==> config.mk <==
export PLATFORM = sky130hd
export DESIGN_NAME = cmplx_mac_pipe_flat
export DESIGN_NICKNAME = d
export VERILOG_FILES = /design/src/rtl/cmplx_mac_pipe_pkg.sv /design/src/rtl/cmplx_mac_pipe_if.sv /design/src/rtl/cmplx_mac_pipe_mult_core.sv /design/src/rtl/cmplx_mac_pipe.sv /design/src/flat_wrapper.sv
export SDC_FILE = /design/constraint.sdc
export NUM_CORES = 2
export LEC_CHECK = 0
export CAP_MARGIN = 20
export CORE_UTILIZATION = 50
export DETAILED_ROUTE_END_ITERATION = 8
export PLACE_DENSITY = 0.64
export SKIP_LAST_GASP = 1
export SYNTH_ARGS = -nofsm -noshare
export SYNTH_HDL_FRONTEND = slang
export SYNTH_HIERARCHICAL = 1
export SYNTH_SLANG_ARGS = --single-unit
==> constraint.sdc <==
create_clock -name clk -period 11.95 [get_ports clk]
set_input_delay 1.7925 -clock clk [delete_from_list [all_inputs] [get_ports clk]]
set_output_delay 1.7925 -clock clk [all_outputs]
set_load 0.03 [all_outputs]
==> src/rtl/cmplx_mac_pipe_pkg.sv <==
// Shared definitions for the complex multiply/accumulate pipeline:
// accumulator width derivation, saturation limits and conjugate-mode encoding.
package cmplx_pkg;

    localparam int SAT_WIDTH_MAX = 128;

    typedef enum logic {
        CONJ_OFF = 1'b0,
        CONJ_ON  = 1'b1
    } conj_mode_e;

    localparam conj_mode_e CONJ_MODE = CONJ_ON;

    function automatic int accw(input int aw, input int bw, input int guard);
        return aw + bw + 1 + guard;
    endfunction

    // Limits are built in a wide container; callers slice off the low w bits.
    function automatic logic [SAT_WIDTH_MAX-1:0] sat_max(input int w);
        logic [SAT_WIDTH_MAX-1:0] one;
        one = SAT_WIDTH_MAX'(1);
        return (one << (w - 1)) - one;
    endfunction

    function automatic logic [SAT_WIDTH_MAX-1:0] sat_min(input int w);
        return ~sat_max(w);
    endfunction

endpackage

==> src/rtl/cmplx_mac_pipe_if.sv <==
// Sample-in / frame-result-out bundle for cmplx_mac_pipe.
interface cmplx_mac_pipe_if
    import cmplx_pkg::*;
#(
    parameter int AWIDTH = 16,
    parameter int BWIDTH = 18,
    parameter int GUARD  = 4,
    parameter int CNT_W  = 16
);
    localparam int ACCW = accw(AWIDTH, BWIDTH, GUARD);

    logic                     in_valid;
    logic                     in_last;
    logic                     conj_b;
    logic signed [AWIDTH-1:0] ar;
    logic signed [AWIDTH-1:0] ai;
    logic signed [BWIDTH-1:0] br;
    logic signed [BWIDTH-1:0] bi;

    logic                     out_valid;
    logic signed [ACCW-1:0]   pr;
    logic signed [ACCW-1:0]   pi;
    logic                     out_ovf;
    logic [CNT_W-1:0]         out_count;

    modport master (
        output in_valid, in_last, conj_b, ar, ai, br, bi,
        input  out_valid, pr, pi, out_ovf, out_count
    );

    modport slave (
        input  in_valid, in_last, conj_b, ar, ai, br, bi,
        output out_valid, pr, pi, out_ovf, out_count
    );

endinterface

==> src/rtl/cmplx_mac_pipe_mult_core.sv <==
// Three-stage complex multiplier (register, multiply, combine) with valid,
// last and per-sample conjugate mode travelling alongside the data.
module cmplx_mult_core
    import cmplx_pkg::*;
#(
    parameter int AWIDTH = 16,
    parameter int BWIDTH = 18
)(
    input  logic                            clk,
    input  logic                            rst,
    input  logic                            in_valid,
    input  logic                            in_last,
    input  logic                            conj_b,
    input  logic signed [AWIDTH-1:0]        ar,
    input  logic signed [AWIDTH-1:0]        ai,
    input  logic signed [BWIDTH-1:0]        br,
    input  logic signed [BWIDTH-1:0]        bi,
    output logic                            s3_valid,
    output logic                            s3_last,
    output logic signed [AWIDTH+BWIDTH:0]   re,
    output logic signed [AWIDTH+BWIDTH:0]   im
);
    localparam int PW = AWIDTH + BWIDTH;
    localparam int CW = PW + 1;

    logic                     s1_valid, s1_last;
    conj_mode_e               s1_mode;
    logic signed [AWIDTH-1:0] s1_ar, s1_ai;
    logic signed [BWIDTH-1:0] s1_br, s1_bi;

    logic                     s2_valid, s2_last;
    conj_mode_e               s2_mode;
    logic signed [PW-1:0]     p_rr, p_ii, p_ri, p_ir;

    always_ff @(posedge clk or posedge rst) begin
        if (rst) begin
            s1_valid <= 1'b0;
            s1_last  <= 1'b0;
            s1_mode  <= CONJ_OFF;
            s1_ar    <= '0;
            s1_ai    <= '0;
            s1_br    <= '0;
            s1_bi    <= '0;
        end else begin
            s1_valid <= in_valid;
            s1_last  <= in_last & in_valid;
            s1_mode  <= conj_mode_e'(conj_b);
            s1_ar    <= ar;
            s1_ai    <= ai;
            s1_br    <= br;
            s1_bi    <= bi;
        end
    end

    // Operands are sign-extended to the full product width before multiplying.
    always_ff @(posedge clk or posedge rst) begin
        if (rst) begin
            s2_valid <= 1'b0;
            s2_last  <= 1'b0;
            s2_mode  <= CONJ_OFF;
            p_rr     <= '0;
            p_ii     <= '0;
            p_ri     <= '0;
            p_ir     <= '0;
        end else begin
            s2_valid <= s1_valid;
            s2_last  <= s1_last;
            s2_mode  <= s1_mode;
            p_rr     <= PW'(s1_ar) * PW'(s1_br);
            p_ii     <= PW'(s1_ai) * PW'(s1_bi);
            p_ri     <= PW'(s1_ar) * PW'(s1_bi);
            p_ir     <= PW'(s1_ai) * PW'(s1_br);
        end
    end

    always_ff @(posedge clk or posedge rst) begin
        if (rst) begin
            s3_valid <= 1'b0;
            s3_last  <= 1'b0;
            re       <= '0;
            im       <= '0;
        end else begin
            s3_valid <= s2_valid;
            s3_last  <= s2_last;
            if (s2_mode == CONJ_MODE) begin
                re <= CW'(p_rr) + CW'(p_ii);
                im <= CW'(p_ir) - CW'(p_ri);
            end else begin
                re <= CW'(p_rr) - CW'(p_ii);
                im <= CW'(p_ri) + CW'(p_ir);
            end
        end
    end

endmodule

==> src/rtl/cmplx_mac_pipe.sv <==
// Framed complex multiply-accumulate: multiplier core plus an accumulate stage
// with guard bits, optional saturation, sticky overflow and a sample counter.
module cmplx_mac_pipe
    import cmplx_pkg::*;
#(
    parameter int AWIDTH   = 16,
    parameter int BWIDTH   = 18,
    parameter int GUARD    = 4,
    parameter int SATURATE = 1,
    parameter int CNT_W    = 16
)(
    input  logic             clk,
    input  logic             rst,
    cmplx_mac_pipe_if.slave  bus
);
    localparam int CW   = AWIDTH + BWIDTH + 1;
    localparam int ACCW = accw(AWIDTH, BWIDTH, GUARD);
    localparam int SW   = ACCW + 1;

    localparam logic [SAT_WIDTH_MAX-1:0] HI_FULL = sat_max(ACCW);
    localparam logic [SAT_WIDTH_MAX-1:0] LO_FULL = sat_min(ACCW);
    localparam logic signed [ACCW-1:0]   SAT_HI  = HI_FULL[ACCW-1:0];
    localparam logic signed [ACCW-1:0]   SAT_LO  = LO_FULL[ACCW-1:0];

    logic                   s3_valid, s3_last;
    logic signed [CW-1:0]   s3_re, s3_im;

    logic                   acc_active;
    logic signed [ACCW-1:0] acc_re, acc_im;
    logic [CNT_W-1:0]       acc_count;
    logic                   acc_ovf;

    logic signed [ACCW-1:0] base_re, base_im;
    logic signed [SW-1:0]   sum_re, sum_im;
    logic                   ovf_re, ovf_im;
    logic signed [ACCW-1:0] new_re, new_im;
    logic [CNT_W-1:0]       new_count;
    logic                   new_ovf;

    logic                   res_valid;
    logic signed [ACCW-1:0] res_re, res_im;
    logic                   res_ovf;
    logic [CNT_W-1:0]       res_count;

    cmplx_mult_core #(
        .AWIDTH (AWIDTH),
        .BWIDTH (BWIDTH)
    ) u_core (
        .clk      (clk),
        .rst      (rst),
        .in_valid (bus.in_valid),
        .in_last  (bus.in_last),
        .conj_b   (bus.conj_b),
        .ar       (bus.ar),
        .ai       (bus.ai),
        .br       (bus.br),
        .bi       (bus.bi),
        .s3_valid (s3_valid),
        .s3_last  (s3_last),
        .re       (s3_re),
        .im       (s3_im)
    );

    // Overflow shows as disagreement between the two top bits of the wide sum.
    function automatic logic signed [ACCW-1:0] clamp(input logic signed [SW-1:0] s);
        if (SATURATE != 0 && (s[SW-1] != s[SW-2]))
            return s[SW-1] ? SAT_LO : SAT_HI;
        return s[ACCW-1:0];
    endfunction

    always_comb begin
        base_re   = acc_active ? acc_re : '0;
        base_im   = acc_active ? acc_im : '0;
        sum_re    = SW'(base_re) + SW'(s3_re);
        sum_im    = SW'(base_im) + SW'(s3_im);
        ovf_re    = sum_re[SW-1] ^ sum_re[SW-2];
        ovf_im    = sum_im[SW-1] ^ sum_im[SW-2];
        new_re    = clamp(sum_re);
        new_im    = clamp(sum_im);
        new_count = (acc_active ? acc_count : '0) + CNT_W'(1);
        new_ovf   = (acc_active & acc_ovf) | ovf_re | ovf_im;
    end

    // A last sample publishes the result and empties the accumulator in the
    // same cycle, so the next frame can enter S3 immediately behind it.
    always_ff @(posedge clk or posedge rst) begin
        if (rst) begin
            acc_active <= 1'b0;
            acc_re     <= '0;
            acc_im     <= '0;
            acc_count  <= '0;
            acc_ovf    <= 1'b0;
            res_valid  <= 1'b0;
            res_re     <= '0;
            res_im     <= '0;
            res_ovf    <= 1'b0;
            res_count  <= '0;
        end else begin
            res_valid <= 1'b0;
            if (s3_valid) begin
                if (s3_last) begin
                    res_valid  <= 1'b1;
                    res_re     <= new_re;
                    res_im     <= new_im;
                    res_ovf    <= new_ovf;
                    res_count  <= new_count;
                    acc_active <= 1'b0;
                    acc_re     <= '0;
                    acc_im     <= '0;
                    acc_count  <= '0;
                    acc_ovf    <= 1'b0;
                end else begin
                    acc_active <= 1'b1;
                    acc_re     <= new_re;
                    acc_im     <= new_im;
                    acc_count  <= new_count;
                    acc_ovf    <= new_ovf;
                end
            end
        end
    end

    assign bus.out_valid = res_valid;
    assign bus.pr        = res_re;
    assign bus.pi        = res_im;
    assign bus.out_ovf   = res_ovf;
    assign bus.out_count = res_count;

endmodule
==> src/flat_wrapper.sv <==
// flat-port wrapper written by rule: the top's interface ports become plain ports
module cmplx_mac_pipe_flat import cmplx_pkg::*;
#(
    parameter int AWIDTH   = 16,
    parameter int BWIDTH   = 18,
    parameter int GUARD    = 4,
    parameter int SATURATE = 1,
    parameter int CNT_W    = 16
)
  (clk, rst, bus_in_valid, bus_in_last, bus_conj_b, bus_ar, bus_ai, bus_br, bus_bi, bus_out_valid, bus_pr, bus_pi, bus_out_ovf, bus_out_count);
  cmplx_mac_pipe_if #(.AWIDTH(AWIDTH), .BWIDTH(BWIDTH), .GUARD(GUARD), .CNT_W(CNT_W)) bus_i ();
  input  logic clk;
  input  logic rst;
  input wire logic [$bits(bus_i.in_valid)-1:0] bus_in_valid;
  input wire logic [$bits(bus_i.in_last)-1:0] bus_in_last;
  input wire logic [$bits(bus_i.conj_b)-1:0] bus_conj_b;
  input wire logic [$bits(bus_i.ar)-1:0] bus_ar;
  input wire logic [$bits(bus_i.ai)-1:0] bus_ai;
  input wire logic [$bits(bus_i.br)-1:0] bus_br;
  input wire logic [$bits(bus_i.bi)-1:0] bus_bi;
  output wire logic [$bits(bus_i.out_valid)-1:0] bus_out_valid;
  output wire logic [$bits(bus_i.pr)-1:0] bus_pr;
  output wire logic [$bits(bus_i.pi)-1:0] bus_pi;
  output wire logic [$bits(bus_i.out_ovf)-1:0] bus_out_ovf;
  output wire logic [$bits(bus_i.out_count)-1:0] bus_out_count;
  assign bus_i.in_valid = bus_in_valid;
  assign bus_i.in_last = bus_in_last;
  assign bus_i.conj_b = bus_conj_b;
  assign bus_i.ar = bus_ar;
  assign bus_i.ai = bus_ai;
  assign bus_i.br = bus_br;
  assign bus_i.bi = bus_bi;
  assign bus_out_valid = bus_i.out_valid;
  assign bus_pr = bus_i.pr;
  assign bus_pi = bus_i.pi;
  assign bus_out_ovf = bus_i.out_ovf;
  assign bus_out_count = bus_i.out_count;
  cmplx_mac_pipe #(.AWIDTH(AWIDTH), .BWIDTH(BWIDTH), .GUARD(GUARD), .SATURATE(SATURATE), .CNT_W(CNT_W)) u_core (.clk(clk), .rst(rst), .bus(bus_i));
endmodule
# Yosys cells after proc, flatten, opt, wreduce, memory -nomap -nowiden
# Index checks and enable logic that the tools add are counted.
# op_classes
add_sub_neg,7
multipliers,4
n_eq_ne,2
n_mux,20
bitwise_logic,6
reduce_logical,1
# op_table
operator,n
39-bit two-way mux,10
16-bit by 18-bit multiplier with 34-bit output,4
39-bit by 35-bit adder with 40-bit output,2
34-bit by 34-bit adder with 35-bit output,2
35-bit two-way mux,2
34-bit by 34-bit subtractor with 35-bit output,2
16-bit two-way mux,2
"16-bit by 1-bit adder with 16-bit output, second input constant",1
1-bit two-way mux,6
1-bit bitwise AND,2
1-bit != test,2
1-bit bitwise OR,2
2-bit AND reduction,1
1-bit bitwise XOR,2
# totals
ff_bits,474
in_bits,73
word_cells,68

# Longest topological paths before layout
# logic_depth
depth_word,6
depth_mapped,26

# Hierarchy
# Netlist, hierarchy kept.
# modules_own_cells
module,instances,cells_each,area_each_um2
cmplx_mult_core,1,5844,55175.4
cmplx_mac_pipe,1,1507,12575.8

# Worst setup path before layout
# Ideal clock, no wire load.
# synth_timing
path_kind,register -> register
start,register u_core.u_core.s1_ar[1]
end,register u_core.u_core.p_rr[30]
arrival_time_ns,6.232
setup_slack_ns,5.588
stages_incl_launch_ff,22
n_path_buf,2
period_less_slack_ns,6.362
path_cell_list,dfrtp_1 clkbuf_1 clkbuf_1 nand2_1 fa_1 fa_1 inv_1 fa_1 fa_1 fa_1 inv_1 fa_1 inv_1 ha_1 or3_1 a2111oi_2 nor4_2 a311o_2 a311o_2 a211oi_2 or4b_1 nand3_1
# synth_via
elab_chain_cells,1
# synth_lines
element,line_no,rtl
start: declaration,cmplx_mac_pipe_mult_core.sv:28,"logic signed [AWIDTH-1:0] s1_ar, s1_ai;"
start signal: assignment,cmplx_mac_pipe_mult_core.sv:48,s1_ar <= ar;
16-bit by 18-bit multiplier with 34-bit output,cmplx_mac_pipe_mult_core.sv:69,p_rr <= PW'(s1_ar) * PW'(s1_br);
end signal: assignment,cmplx_mac_pipe_mult_core.sv:69,
end: declaration,cmplx_mac_pipe_mult_core.sv:33,"logic signed [PW-1:0] p_rr, p_ii, p_ri, p_ir;"
# Every way passes these cells.
# A chain may end at the register's enable or synchronous reset.

# Worst setup path after layout
# layout_timing
start,register u_core.u_core.s1_ai[2]
end,register u_core.u_core.p_ii[33]
# layout_via
elab_chain_cells,1
# layout_lines
element,line_no,rtl
start: declaration,cmplx_mac_pipe_mult_core.sv:28,
start signal: assignment,cmplx_mac_pipe_mult_core.sv:49,s1_ai <= ai;
16-bit by 18-bit multiplier with 34-bit output,cmplx_mac_pipe_mult_core.sv:70,p_ii <= PW'(s1_ai) * PW'(s1_bi);
end signal: assignment,cmplx_mac_pipe_mult_core.sv:70,
end: declaration,cmplx_mac_pipe_mult_core.sv:33,
# Every way passes these cells.

==> flow_metrics.py <==
metrics = {
    "synth": {
        "avgSynthCellArea_um2": 9.22,
        "yosysSeqAreaShare_pct": 17.5,
        "syn_inst": 7351,
        "syn_area_mm2": 0.0678,
        "async_reset_ff_share_pct": 100,
        "ys_types": 87,
        "syn-num-nets": 9081,
        "synth_warnings": 6,
        "synth_edf_count": 0,
        "ys.flop_type": "dfrtp_1",
        "ys_seq_elements": 474,
    },
    "clock_tree": {
        "cts_resized": 0,
        "cts_tree": "built",
        "cts_root_buf": "clkbuf_16",
        "clock_latency_ns": 0.68,
        "cts.path.max_buffers": 3,
        "clock-sinks": 474,
        "path_clk_slew_ns": 0.06,
        "htreeDepth": 2,
        "post_cts_buffers": 0,
        "cts_inserted_buffers": 58,
        "postCtsHoldBufs": 0,
    },
    "floorplan": {
        "initial_utilization_pct": 50.6,
        "die_x_um": 370,
        "fp.dieH_um": 370,
        "die-area_mm2": 0.137,
        "ioPinCount": 169,
        "rows": 134,
        "core_mm2": 0.134,
    },
    "worst_setup_path": {
        "slowest_delay_ns": 0.90,
        "rr_startpoint": "u_core/u_core/s1_ai[2]",
        "critPathKind": "flip-flop to flip-flop",
        "rr_worst_depth": 20,
        "reg2reg_to": "u_core/u_core/p_ii[33]",
        "crit_path_end_kind": "flip-flop",
        "critPathSlowestCell": "fa_1",
        "reg2reg_slack_ns": 3.89,
        "cp-start-kind": "flip-flop",
        "cp_max_fo": 36,
        "crit_chain": "buf_4 > nand2_1 > fa_1 > inv_1 > fa_1 > fa_1 > fa_1 > fa_1 > inv_1 > fa_1 > inv_1 > ha_1 > nand4_1 > nor2_1 > nand2_1 > a2111oi_0 > o311ai_0 > o21ai_0 > a21oi_1 > xnor2_1",
        "critPathRequiredTime_ns": 12.47,
        "path_delay_family": "adder cells",
        "cp_common_cell": "fa_1",
        "critical_path_arrival_ns": 8.58,
        "cp_num_buf_inv": 4,
    },
    "sta": {
        "tns_ns": 0,
        "rsz0062_at_grt": "no",
        "slew_headroom_pct": 28.8,
        "fin_crit_ns": 8.06,
        "max_slew.worst_pin.slew_ns": 1.05,
        "fmax_mhz": 124,
        "slew_viol_final": 0,
        "timing.final.crit_share_pct": 67.5,
        "setup-violations-final": 0,
        "hold_viol": 0,
        "worst_clock_skew_ns": 0.0288,
    },
    "grt": {
        "grt_pass1_vias": 50588,
        "grt-ovfl-total": 0,
        "grt_pass1_wl_mm": 274,
        "antenna_found_initial": 2,
        "grt_max_degree": 119,
        "groute.usage.overall_pct": 25.2,
    },
    "worst_hold_path": {
        "hp-class": "flip-flop to flip-flop",
        "min_path_cells": 0,
        "hp-start": "u_core/u_core/s2_last",
        "hold_end": "u_core/u_core/s3_last",
    },
    "detailed_routing": {
        "drt-wirelength-per-cell_um": 18.2,
        "dr.pass1.iters": 5,
        "ant_nets": 0,
        "drc": 0,
        "routed_wl_mm": 166,
        "post_drt_via_cell_ratio": 5.41,
        "drtIter0Drc": 3382,
        "vias": 49452,
    },
    "finish": {
        "syn_to_final_growth_pct": 7.97,
        "final_cell_mix": "inv_1 (1406), fa_1 (1164), nand2_1 (809)",
        "layout_commonest_cell": "inv_1",
        "layout-drive-gt1-share_pct": 3.13,
        "nNetsFinal": 9058,
    },
    "placed_design": {
        "gp_congestion": 0.899,
        "port_buffers": 168,
        "place_hpwl_mm": 128,
    },
    "status": {
        "status": "finished clean",
    },
    "flow_run": {
        "maxCapViolations": 0,
    },
}
==> how the worst max path moves through the flow <==
stage	startpoint	endpoint	slack [ns]	cells after the start
finish	u_core/u_core/s1_ai[2]	u_core/u_core/p_ii[33]	3.89	20
floorplan	rst	u_core/u_core/im[0]	2.38	1
global route	u_core/u_core/s1_ai[2]	u_core/u_core/p_ii[33]	3.48	20
detailed placement	u_core/u_core/s1_ai[2]	u_core/u_core/p_ii[33]	3.98	20
global placement	u_core/u_core/s1_ai[2]	u_core/u_core/p_ii[33]	4.06	20
CTS	u_core/u_core/s1_ai[2]	u_core/u_core/p_ii[33]	3.92	20
==> per-stage QoR <==
step	setup slack (ns)	hold slack [ns]	instance area [µm²]	util (%)	cells
global placement	4.06	0.334	71000	53.0	9036
CTS	3.92	0.348	73100	54.6	9145
finish	3.89	0.348	73100	54.6	9147
floorplan	2.38	0.331	67800	-	7351
global route	3.48	0.358	73100	54.6	9145
detailed placement	3.98	0.335	71000	53.0	9036
==> routing by layer <==
| metal | vias to the layer above | GRT usage [%] | routed length [µm] |
|---|---|---|---|
| met5 | - | 0 | 28 |
| met4 | 4 | 5.16 | 3380 |
| met3 | 168 | 3.45 | 10500 |
| met2 | 1383 | 39.5 | 75800 |
| met1 | 25167 | 37.2 | 76700 |
| li1 | 22730 | - | - |
==> synth_stat cells, drive strengths merged (15+ instances only) <==
master  number  area (µm²)
a31oi       29         181
nand2b      39         244
nor3        63         315
a211oi      25         198
a21oi      309        1550
xor2       114        1020
nor4        21         153
and2       637        3990
o21bai      48         360
a21o       101         761
inv       1409        5290
nor2       290        1090
o21a        28         210
a21boi      15         113
or3         15        93.8
fa        1164       23300
nor2b       28         175
dfrtp      474       11900
nand3       71         355
and3        39         244
nand4       36         225
o22ai       88         551
o21ai      245        1230
o211ai      20         150
xnor2      233        2040
buf         18        90.1
nand2      813        3060
ha         493        6170
clkbuf     315        1180
==> worst register-to-register path, cell delays in order, from the launching register on <==
cell and delay, ns:
dfrtp_1 0.33, buf_4 0.43, nand2_1 0.23, fa_1 0.59, inv_1 0.15, fa_1 0.90
fa_1 0.54, fa_1 0.50, fa_1 0.48, inv_1 0.05, fa_1 0.47, inv_1 0.04
ha_1 0.40, nand4_1 0.19, nor2_1 0.22, nand2_1 0.15, a2111oi_0 0.79, o311ai_0 0.47
o21ai_0 0.39, a21oi_1 0.13, xnor2_1 0.43
==> cells by family after synthesis <==
family	synth area share, %
AO/OA/AOI/OAI	9.44
XOR/XNOR	4.51
adder cells (fa/ha/maj)	43.6
buffers and inverters	9.69
flip-flops	17.5
multiplexers	0.0628
AND/OR/NAND/NOR	15.2
==> sequential cells by signal (all words and copies together) (netlist names), 16 cells and up <==
| signal | flops |
|---|---|
| u_core/u_core/s1_br | 18 |
| u_core/u_core/re | 35 |
| u_core/u_core/p_ii | 34 |
| u_core/acc_re | 39 |
| u_core/u_core/s1_bi | 18 |
| u_core/acc_count | 16 |
| u_core/bus.out_count | 16 |
| u_core/acc_im | 39 |
| u_core/u_core/s1_ar | 16 |
| u_core/u_core/p_ir | 34 |
| u_core/bus.pr | 39 |
| u_core/u_core/p_rr | 34 |
| u_core/u_core/s1_ai | 16 |
| u_core/bus.pi | 39 |
| u_core/u_core/im | 35 |
| u_core/u_core/p_ri | 34 |
==> layout make-up <==
class                      count  area, µm²
multi-input combinational   5134      49300
tap                         1768       2210
clock inverter                34        483
sequential                   474      11900
timing repair buffer         250       2300
antenna                        2       5.00
clock buffer                  75       1640
fill                       12126      60800
inverter                    1410       5310
Power is left out: the tool's default activity adds up to more than one toggle a clock period on the data nets, which glitch-free logic cannot reach.
